### src/rtl/oparb.sv
// Round-robin arbiter for one output port of the mesh router.
// Five input controllers (PE, S, N, E, W) compete for the port. Even and odd
// virtual channels each keep their own priority pointer and a saturating
// count of accepted grants. The grant is combinational because the output
// controller samples it in the same cycle it is issued.
module oparb #(
    parameter int CNT_W = 16
) (
    input  logic             clk,
    input  logic             reset,
    input  logic             polarity,
    input  logic [4:0]       req,
    input  logic             empty,
    output logic [4:0]       grant,
    output logic             grant_valid,
    output logic [2:0]       ptr_even,
    output logic [2:0]       ptr_odd,
    output logic [CNT_W-1:0] grant_cnt_even,
    output logic [CNT_W-1:0] grant_cnt_odd
);

    // Reduce a value in 0..8 to 0..4. Pointers never exceed 4, so sums never exceed 8.
    function automatic logic [2:0] mod5(input logic [3:0] v);
        logic [3:0] t;
        t = (v >= 4'd5) ? (v - 4'd5) : v;
        return t[2:0];
    endfunction

    logic [2:0]       ptr_even_q, ptr_even_d;
    logic [2:0]       ptr_odd_q, ptr_odd_d;
    logic [CNT_W-1:0] cnt_even_q, cnt_even_d;
    logic [CNT_W-1:0] cnt_odd_q, cnt_odd_d;

    logic [2:0] active_ptr;
    logic [2:0] cand_idx [5];
    logic       found;
    logic [2:0] win_idx;
    logic       accept;

    // Select the pointer of the channel being served this cycle.
    always_comb begin
        active_ptr = polarity ? ptr_odd_q : ptr_even_q;
    end

    // Candidate input index for each search position, starting at the pointer.
    genvar gi;
    generate
        for (gi = 0; gi < 5; gi++) begin : g_cand
            assign cand_idx[gi] = mod5({1'b0, active_ptr} + 4'(gi));
        end
    endgenerate

    // Walk the search order from the far end back, so the nearest requester wins.
    always_comb begin
        found   = 1'b0;
        win_idx = 3'd0;
        for (int k = 4; k >= 0; k--) begin
            if (req[cand_idx[k]]) begin
                found   = 1'b1;
                win_idx = cand_idx[k];
            end
        end
    end

    // A transfer happens only with a requester, buffer space and no reset.
    always_comb begin
        accept      = found & empty & ~reset;
        grant       = accept ? (5'b00001 << win_idx) : 5'b00000;
        grant_valid = accept;
    end

    // Advance the active channel's pointer past the winner and bump its counter.
    always_comb begin
        ptr_even_d = ptr_even_q;
        ptr_odd_d  = ptr_odd_q;
        cnt_even_d = cnt_even_q;
        cnt_odd_d  = cnt_odd_q;
        if (accept) begin
            if (polarity) begin
                ptr_odd_d = mod5({1'b0, win_idx} + 4'd1);
                if (cnt_odd_q != {CNT_W{1'b1}}) begin
                    cnt_odd_d = cnt_odd_q + 1'b1;
                end
            end else begin
                ptr_even_d = mod5({1'b0, win_idx} + 4'd1);
                if (cnt_even_q != {CNT_W{1'b1}}) begin
                    cnt_even_d = cnt_even_q + 1'b1;
                end
            end
        end
    end

    // State registers with synchronous reset.
    always_ff @(posedge clk) begin
        if (reset) begin
            ptr_even_q <= 3'd0;
            ptr_odd_q  <= 3'd0;
            cnt_even_q <= '0;
            cnt_odd_q  <= '0;
        end else begin
            ptr_even_q <= ptr_even_d;
            ptr_odd_q  <= ptr_odd_d;
            cnt_even_q <= cnt_even_d;
            cnt_odd_q  <= cnt_odd_d;
        end
    end

    assign ptr_even       = ptr_even_q;
    assign ptr_odd        = ptr_odd_q;
    assign grant_cnt_even = cnt_even_q;
    assign grant_cnt_odd  = cnt_odd_q;

endmodule

### config.mk
export PLATFORM = sky130hd
export DESIGN_NAME = oparb
export DESIGN_NICKNAME = d
export VERILOG_FILES = /design/src/rtl/oparb.sv
export SDC_FILE = /design/constraint.sdc
export NUM_CORES = 1
export LEC_CHECK = 0
export ABC_AREA = 1
export BUFFER_PORTS_ARGS = -buffer_cell sky130_fd_sc_hd__buf_2
export CORE_MARGIN = 2
export CORE_UTILIZATION = 53
export DETAILED_ROUTE_END_ITERATION = 6
export GPL_TIMING_DRIVEN = 0
export MAX_ROUTING_LAYER = met4
export PLACE_DENSITY = 0.83
export SLEW_MARGIN = 40
export SYNTH_ARGS = -nofsm -noshare
export SYNTH_HDL_FRONTEND = slang
export SYNTH_SLANG_ARGS = --single-unit
### constraint.sdc
create_clock -name clk -period 3.9 [get_ports clk]
set_input_delay 0.78 -clock clk [delete_from_list [all_inputs] [get_ports clk]]
set_output_delay 0.78 -clock clk [all_outputs]
set_load 0.05 [all_outputs]
==> impl_summary.txt, run 1 <==
----------------------------------------------------
[Yosys]
  Most instantiated cells after synthesis ... sky130_fd_sc_hd__nand2_1, sky130_fd_sc_hd__nand3_1, sky130_fd_sc_hd__inv_1
  Proportion of register bits with asynchronous set or reset after synthesis ... 0%
  Synth area leader ... sky130_fd_sc_hd__dfxtp_1
  Syn Area/Cell ... 6.87 µm²
  Count of unique library cells instantiated by Yosys ... 33
  Count of flip-flops with a built-in enable after synthesis ... 0
  Main flop type after synthesis ... sky130_fd_sc_hd__dfxtp_1
  Synth Register Bits ... 38
  Number of cells produced by synthesis ... 513
  Sequential-to-total area share from yosys stat ... 21.6%
  Most frequent cell after synthesis ... sky130_fd_sc_hd__nand2_1
  Netlist Area Pre-Place ... 3520 µm²
  Warnings from Yosys ... 0
  Proportion of netlist area held by the largest area contributor ... 21.6%
  Cell types with the largest area share after synthesis ... sky130_fd_sc_hd__dfxtp_1, sky130_fd_sc_hd__nand2_1, sky130_fd_sc_hd__nand3_1, sky130_fd_sc_hd__inv_1, sky130_fd_sc_hd__a21oi_2
  Synthesized netlist net count ... 537

[Detailed routing]
  First-pass detailed-route iteration total ... 4
  Overall routed net length ... 9730 µm
  Post-detailed-route wirelength per cell ... 14.3 µm
  Remaining design rule violation count ... 0
  Drt first-iter violations ... 174
  Drt via density ... 5.46
  Number of vias after detailed routing ... 3723
  Final ANT Viol Nets ... 0

[Setup path]
  Top Family by Delay on Critical Path ... buffers and inverters
  Origin of the critical flop-to-flop path ... ptr_even[2]
  Critical Setup Path Class ... in -> reg
  Kind of end point of the critical path ... flop
  Worst Path Arrival ... 4.27 ns
  Setup slack of the most critical reg-to-reg path ... -0.05 ns
  Required time reported for the critical path endpoint ... 4.11 ns
  Master of the slowest instance on the critical path ... sky130_fd_sc_hd__ha_4
  Max Fanout on Critical Path ... 10
  Top cell by count, worst path ... sky130_fd_sc_hd__buf_4
  Critical path's largest stage delay ... 0.29 ns
  RR Endpoint ... ptr_odd[0]
  Critical Path Source Type ... primary input
  WP buf/inv ... 16
  Register-to-Register Path Depth ... 33

[STA]
  Unrepaired setup endpoints after global routing ... yes
  Max-slew violation total from the final report ... 0
  Headroom to the max-slew limit ... 54.0%
  Clock period minus final worst setup slack ... 4.06 ns
  Highest clock frequency the design can meet ... 246 MHz
  Maximum clock skew at final layout ... 0.00338 ns
  Final Worst Setup Slack ... -0.162 ns
  Final-report setup violation count ... 7
  Hold Violations, Final ... 0
  Worst hold slack ... 0.508 ns
  Transition time at the pin with the least slew margin ... 0.690 ns
  Final Cycle Share ... 104%

[Cells and area]
  Syn-to-layout area delta ... 27.4%
  Number of antenna repair diodes ... 0
  Proportion of layout cells with a drive suffix above 1 ... 36.7%
  Final net count ... 628
  FF/Latch Area ... 761 µm²
  Number of fillers in the final layout ... 508
  Post-route design area ... 4490 µm²
  Total area of multi-input combinational cells ... 2650 µm²

[Power]
  Switching component of the power ... 0.580 mW
  Flop pwr share ... 28.7%
  Part of the total power dissipated in combinational logic ... 50.7%
  Clk network pwr share ... 20.6%
  Leakage power summed over all cells ... 1.98 nW
  Internal power contribution ... 0.818 mW
  Power density over the cells ... 311 nW/µm²
  VDD IR-drop max ... 0.282 mV
  Switching power share of the total ... 41.5%

[Die]
  Initial core utilization ... 55.2%
  X dimension of the die ... 85.6 µm
  Total die area ... 7320 µm²
  Die H ... 85.6 µm
  # rows ... 29
  Number of top-level pins ... 53
  Core ar. ... 6390 µm²

[Clock network]
  Reg clk slew, reported paths ... 0.07 ns
  CTS H-tree lvls ... 2
  Number of buffers inserted during clock tree synthesis ... 5
  TritonCTS clock tree ... yes
  Maximum buffer depth of the clock tree ... 2
  Clk Latency, worst-skew pair ... 0.30 ns
  Master cell of the clock root buffer ... sky130_fd_sc_hd__clkbuf_8
  CTS sink count ... 38

[GRT]
  Tot GR Track Use ... 28.1%
  Number of antenna violations at the first check in global routing ... 0
  Global-route wire length before repair ... 16300 µm
  Gr ovfl total ... 0
  Number of global-route vias before repair ... 3584
  Maximum number of pins on one net before global-route repair ... 12

[Worst hold path]
  Worst Hold Class ... reg -> reg
  Worst Hold Launch ... grant_cnt_odd[9]
  Number of cells on the worst hold path ... 2
  Hold Path End ... grant_cnt_odd[9]

[Run]
  Max-cap violations ... 0

[Placed design]
  GPL Wtd Cong ... 0.897
  Half-perimeter wire length of the detailed placement result ... 7010 µm
  Number of buffers inserted by port buffering ... 50
  Total cell area at the placement stage ... 4010 µm²

[Outcome]
  Failing checks ... negative setup slack
  Run status ... complete, but fails checks

----------------------------------------------------
==> flip-flops by register name, indices dropped and copies added, names as in the netlist <==
name,flops
ptr_odd,3
grant_cnt_odd,16
grant_cnt_even,16
ptr_even,3
==> per-layer routing <==
metal  part of all wire, %  GRT usage (%)  up-vias
met1                    43           34.0     1709
li1                      -              -     1857
met3                   5.7           3.18       25
met2                    49           47.9      132
met5                     0              -        -
met4                   2.8           10.7        0
==> layout make-up <==
type                            instances  share of cell area (%)
Clock inverter                          1                   0.111
Tap cell                               77                    2.15
Inverter                               59                    5.35
Clock buffer                            7                    1.92
Buffer                                 11                    2.26
Multi-Input combinational cell        405                    59.0
Sequential cell                        38                    16.9
Timing Repair Buffer                   84                    12.3
==> power by group through the flow <==
stage / combinational (mW) / sequential (mW) / clock [mW]
after floorplan: 0.398 / 0.428 / 0
after global placement: 0.504 / 0.410 / 0
after detailed placement: 0.517 / 0.410 / 0
after CTS: 0.648 / 0.401 / 0.291
after global routing: 0.772 / 0.402 / 0.309
final: 0.709 / 0.401 / 0.289
==> cell families (layout without fill, tap and decap cells) <==
family                   Yosys count  after routing  share of synthesized area (%)
AND/OR/NAND/NOR                  312            312                           46.6
buffers and inverters             70            162                           9.26
AO/OA/AOI/OAI                     51             51                           9.98
flip-flops                        38             38                           21.6
XOR/XNOR                          27             27                           7.24
adder cells (fa/ha/maj)           15             15                           5.32
==> worst register-to-register path: cells and delay by family, from the launching register on <==
| family | cells | cell delay (ns) |
|---|---|---|
| AND/OR/NAND/NOR | 17 | 1.41 |
| flip-flops | 1 | 0.44 |
| buffers and inverters | 15 | 1.71 |
| adder cells (fa/ha/maj) | 1 | 0.30 |
==> metrics by stage <==
step	TNS, ns	cells	util [%]	power [mW]	setup slack (ns)
after global placement	-1.12	640	62.8	0.914	-0.296
after CTS	-0.102	674	68.9	1.34	-0.0287
after global routing	-1.99	682	70.3	1.48	-0.311
after detailed placement	-1.77	640	62.8	0.927	-0.415
final	-0.864	682	70.3	1.40	-0.162
after floorplan	0	513	-	0.826	0.00630
==> timing repair <==
action,4_1_cts,5_1_grt
hold buffers,0,0
setup endpoints to repair,6,8
pin swaps,14,9
gates resized for setup,31,11
buffers inserted,26,8
==> worst max path at each step <==
stage	startpoint	end	cells past startpoint
floorplan	polarity	grant[0]	18
global placement	polarity	grant[3]	23
detailed placement	polarity	grant[3]	23
CTS	polarity	grant[0]	22
global route	polarity	ptr_odd[0]	33
finish	polarity	ptr_odd[0]	33
==> cells in the final DEF, fill, tap and decap left out, types with 7 or more instances in the layout <==
cell,netlist,final
sky130_fd_sc_hd__dfxtp_1,38,38
sky130_fd_sc_hd__buf_2,1,45
sky130_fd_sc_hd__nand2_1,127,113
sky130_fd_sc_hd__nand3_1,83,79
sky130_fd_sc_hd__nand2_4,8,14
sky130_fd_sc_hd__nor3_1,9,9
sky130_fd_sc_hd__a21oi_2,22,25
sky130_fd_sc_hd__nand3_2,10,14
sky130_fd_sc_hd__xor2_1,12,12
sky130_fd_sc_hd__inv_2,4,9
sky130_fd_sc_hd__xnor2_1,14,14
sky130_fd_sc_hd__nand4_1,9,9
sky130_fd_sc_hd__buf_4,0,34
sky130_fd_sc_hd__ha_1,15,7
sky130_fd_sc_hd__nor2_1,31,26
sky130_fd_sc_hd__a21oi_1,19,15
sky130_fd_sc_hd__nand2_2,22,30
sky130_fd_sc_hd__inv_1,52,45
No activity file was read; power rests on OpenSTA's default activity.
==> run 2, diff against run 1 <==
--- a/config.mk
+++ b/config.mk
@@ -5,14 +5,13 @@
 export SDC_FILE = /design/constraint.sdc
 export NUM_CORES = 1
 export LEC_CHECK = 0
-export ABC_AREA = 1
 export BUFFER_PORTS_ARGS = -buffer_cell sky130_fd_sc_hd__buf_2
 export CORE_MARGIN = 2
-export CORE_UTILIZATION = 53
+export CORE_UTILIZATION = 51
 export DETAILED_ROUTE_END_ITERATION = 6
 export GPL_TIMING_DRIVEN = 0
 export MAX_ROUTING_LAYER = met4
-export PLACE_DENSITY = 0.83
+export PLACE_DENSITY = 0.82
 export SLEW_MARGIN = 40
 export SYNTH_ARGS = -nofsm -noshare
 export SYNTH_HDL_FRONTEND = slang
==> run 2 against run 1 <==
Effect of this change: the flow still finishes with violations (negative setup slack); clock skew grew 0.0082 ns; worst hold slack lost 0.018 ns; die area shrank 12%; fmax shrank 13%; via count shrank 14%; routed wire length shrank 8.4%; sequential share of layout area grew 1.5 points; register-to-register slack gained 0.06 ns; largest cell class unchanged; largest power group unchanged.
==> impl_summary.txt, run 2 <==
----------------------------------------------------
[Placed design]
  Half-perimeter wire length of the detailed placement result ... 5800 µm (-17%)
  DP Worst Slack ... -1.21 ns (-0.791 ns)
  Cell total after placement ... 488 (-24%)
  Number of buffers inserted by port buffering ... 51 (+2.0%)
  GPL Wtd Cong ... 0.896 (about the same)

[Yosys]
  Count of unique library cells instantiated by Yosys ... 62 (+88%)
  Proportion of netlist area held by the largest area contributor ... 25.7% (+4.1 points)
  Synth area leader ... sky130_fd_sc_hd__dfxtp_1
  Proportion of register bits with asynchronous set or reset after synthesis ... 0% (unchanged)
  Cell types with the largest area share after synthesis ... sky130_fd_sc_hd__dfxtp_1, sky130_fd_sc_hd__ha_1, sky130_fd_sc_hd__nand2_1, sky130_fd_sc_hd__nor2_1, sky130_fd_sc_hd__mux2i_1
  Netlist Area Pre-Place ... 2960 µm² (-16%)
  Warnings from Yosys ... 0 (unchanged)
  Syn Area/Cell ... 8.12 µm² (+18%)
  Most frequent cell after synthesis ... sky130_fd_sc_hd__nand2_1
  Count of flip-flops with a built-in enable after synthesis ... 0 (unchanged)
  Number of cells produced by synthesis ... 365 (-29%)
  Synthesized netlist net count ... 389 (-28%)
  Sequential-to-total area share from yosys stat ... 25.7% (+4.1 points)
  Main flop type after synthesis ... sky130_fd_sc_hd__dfxtp_1
  Synth Register Bits ... 38 (unchanged)
  Most instantiated cells after synthesis ... sky130_fd_sc_hd__nand2_1, sky130_fd_sc_hd__dfxtp_1, sky130_fd_sc_hd__nor2_1

[GRT]
  Number of antenna violations at the first check in global routing ... 0 (unchanged)
  Gr ovfl total ... 0 (unchanged)
  Number of global-route vias before repair ... 2957 (-17%)
  Tot GR Track Use ... 28.2% (+0.15 points)
  Maximum number of pins on one net before global-route repair ... 13 (+1)
  Global-route wire length before repair ... 13800 µm (-16%)

[Clock network]
  Maximum buffer depth of the clock tree ... 2 (unchanged)
  TritonCTS clock tree ... yes
  Reg clk slew, reported paths ... 0.08 ns (about the same)
  Master cell of the clock root buffer ... sky130_fd_sc_hd__clkbuf_8
  Number of buffers inserted during clock tree synthesis ... 5 (unchanged)
  CTS H-tree lvls ... 2 (unchanged)
  CTS sink count ... 38 (unchanged)
  Clk Latency, worst-skew pair ... 0.31 ns (about the same)

[Power]
  Post-layout power ... 1.25 mW (-10%)
  Leakage power summed over all cells ... 1.78 nW (-10%)
  VDD IR-drop max ... 0.221 mV (-22%)
  Power density over the cells ... 304 nW/µm² (-2.4%)

[Cells and area]
  Number of antenna repair diodes ... 0 (unchanged)
  Most frequent cells in the layout ... sky130_fd_sc_hd__buf_2, sky130_fd_sc_hd__dfxtp_1, sky130_fd_sc_hd__nand2_1, sky130_fd_sc_hd__nor2_1, sky130_fd_sc_hd__buf_4
  Non-filler cells, final ... 530 (-22%)
  Syn-to-layout area delta ... 39.1%
  Final core area utilization ... 74.0% (+3.6 points)
  Proportion of layout cells with a drive suffix above 1 ... 37.8% (+1.1 points)
  Leading cell type in the layout, fill and taps excluded ... sky130_fd_sc_hd__buf_2
  Final net count ... 481 (-23%)

[Setup path]
  Cell Chain, Critical Path ... buf_12 > mux2i_4 > buf_12 > ha_4 > clkbuf_16 > mux4_2 > o32a_1 > a32oi_2 > nor3_2 > o221a_2 > o31a_1 > ha_2 > ha_4 > and2_4 > buf_8
  Critical Setup Path Class ... in -> out
  Kind of end point of the critical path ... primary output
  Worst Path Arrival ... 3.87 ns (-0.40 ns)
  Critical Path Source Type ... primary input
  Required time reported for the critical path endpoint ... 3.12 ns (-0.99 ns)
  Max Fanout on Critical Path ... 7 (-3)
  Master of the slowest instance on the critical path ... sky130_fd_sc_hd__o31a_1
  Critical path's largest stage delay ... 0.35 ns (+0.06 ns)

[Detailed routing]
  Top Metal Used ... met4
  Met1 layer wirelength in the final routing ... 3920 µm (-6.0%)
  Drt first-iter violations ... 240 (+38%)
  Number of vias after detailed routing ... 3217 (-14%)
  Final ANT Viol Nets ... 0 (unchanged)
  Length of routed met3 wiring ... 524 µm (-5.9%)
  Post-detailed-route wirelength per cell ... 16.8 µm (+18%)
  Met2 wire len ... 4240 µm (-10%)
  Remaining design rule violation count ... 0 (unchanged)
  Overall routed net length ... 8920 µm (-8.4%)
  Drt via density ... 6.07 (+11%)
  First-pass detailed-route iteration total ... 5 (+1)

[Die]
  Die H ... 80.2 µm (-6.2%)
  Core ar. ... 5570 µm² (-13%)
  Initial core utilization ... 53.2% (-2.0 points)
  X dimension of the die ... 80.2 µm (-6.2%)
  Total die area ... 6440 µm² (-12%)
  Number of top-level pins ... 53 (unchanged)
  # rows ... 27 (-6.9%)

[STA]
  Final Worst Setup Slack ... -0.748 ns (-0.586 ns)
  Final Cycle Share ... 119% (+15 points)
  Highest clock frequency the design can meet ... 215 MHz (-13%)
  Maximum clock skew at final layout ... 0.0116 ns (+0.00820 ns)
  Final-report setup violation count ... 10 (+3)
  Unrepaired setup endpoints after global routing ... yes
  Headroom to the max-slew limit ... 59.2% (+5.2 points)
  Transition time at the pin with the least slew margin ... 0.612 ns (-0.0773 ns)
  Max-slew violation total from the final report ... 0 (unchanged)
  Hold Violations, Final ... 0 (unchanged)
  Clock period minus final worst setup slack ... 4.65 ns (+0.586 ns)
  Sum of negative setup slack ... -4.25 ns (-3.39 ns)

[Outcome]
  Run status ... complete, but fails checks
  Failing checks ... negative setup slack

[Worst hold path]
  Worst Hold Class ... reg -> reg

[Run]
  Max-cap violations ... 0 (unchanged)

----------------------------------------------------
==> run 2: changes by cell type in the layout (fill, tap and decap cells not counted), moves of 9 or more <==
cell                      before  now
sky130_fd_sc_hd__a21oi_2      25    6
sky130_fd_sc_hd__and3_1        0   15
sky130_fd_sc_hd__inv_1        45    8
sky130_fd_sc_hd__mux2i_1       0   10
sky130_fd_sc_hd__nand2_1     113   36
sky130_fd_sc_hd__nand2_2      30    2
sky130_fd_sc_hd__nand2_4      14    1
sky130_fd_sc_hd__nand3_1      79   19
sky130_fd_sc_hd__nand3_2      14    0
sky130_fd_sc_hd__nor2_1       26   35
==> run 2: through the flow <==
| stage | hold slack (ns) | instance area [µm²] |
|---|---|---|
| floorplan | 0.688 | 3100 |
| global placement | 0.458 | 3450 |
| detailed placement | 0.474 | 3450 |
| CTS | 0.494 | 3900 |
| global route | 0.525 | 4120 |
| finish | 0.490 | 4120 |
==> run 2: area by class of cell <==
type,count,area (µm²)
Buffer,14,116
Clock buffer,6,82.6
Clock inverter,2,12.5
Fill cell,412,1450
Inverter,13,51.3
Multi-Input combinational cell,300,2440
Sequential cell,38,761
Tap cell,72,90.1
Timing Repair Buffer,85,572
==> run 2: worst max-delay path, delay by kind of cell <==
| kind | cells | cell delay [ns] |
|---|---|---|
| compound gates | 4 | 1.15 |
| mux | 2 | 0.51 |
| buf+inv | 4 | 0.56 |
| simple gates | 2 | 0.20 |
| fa+ha+maj | 3 | 0.64 |
==> run 2: cell families after synthesis <==
| kind of cell | synth area share, % |
|---|---|
| AO/OA/AOI/OAI | 16.3 |
| XOR/XNOR | 7.09 |
| adder cells (fa/ha/maj) | 6.33 |
| buffers and inverters | 4.09 |
| flip-flops | 25.7 |
| multiplexers | 11.7 |
| AND/OR/NAND/NOR | 28.9 |
==> run 2: timing repair <==
action / in CTS / in global routing
resized for setup: 34 / 33
endpoints found under the setup margin: 24 / 27
pin swaps: 14 / 13
hold buffers: 0 / 0
setup buffers: 24 / 10
==> run 2: final timing paths <==
path,startpoint,to,slack (ns),cells past startpoint
hold / removal,grant_cnt_odd[2],grant_cnt_odd[2],0.49,1
setup reg to reg,ptr_odd[0],ptr_even[0],0.01,15
setup / recovery,polarity,grant[3],-0.75,15
hold reg to reg,grant_cnt_odd[2],grant_cnt_odd[2],0.49,1
==> run 2: routing by layer <==
layer | track usage (%) | vias to the layer above
met5 | - | -
met4 | 10.7 | 0
met3 | 4.94 | 25
met2 | 46.2 | 134
met1 | 34.9 | 1547
li1 | - | 1511
==> run 2: power breakdown <==
group	switching, mW	total (mW)	internal [mW]
logic	0.310	0.560	0.250
registers	0.00960	0.403	0.393
clock network	0.148	0.290	0.142
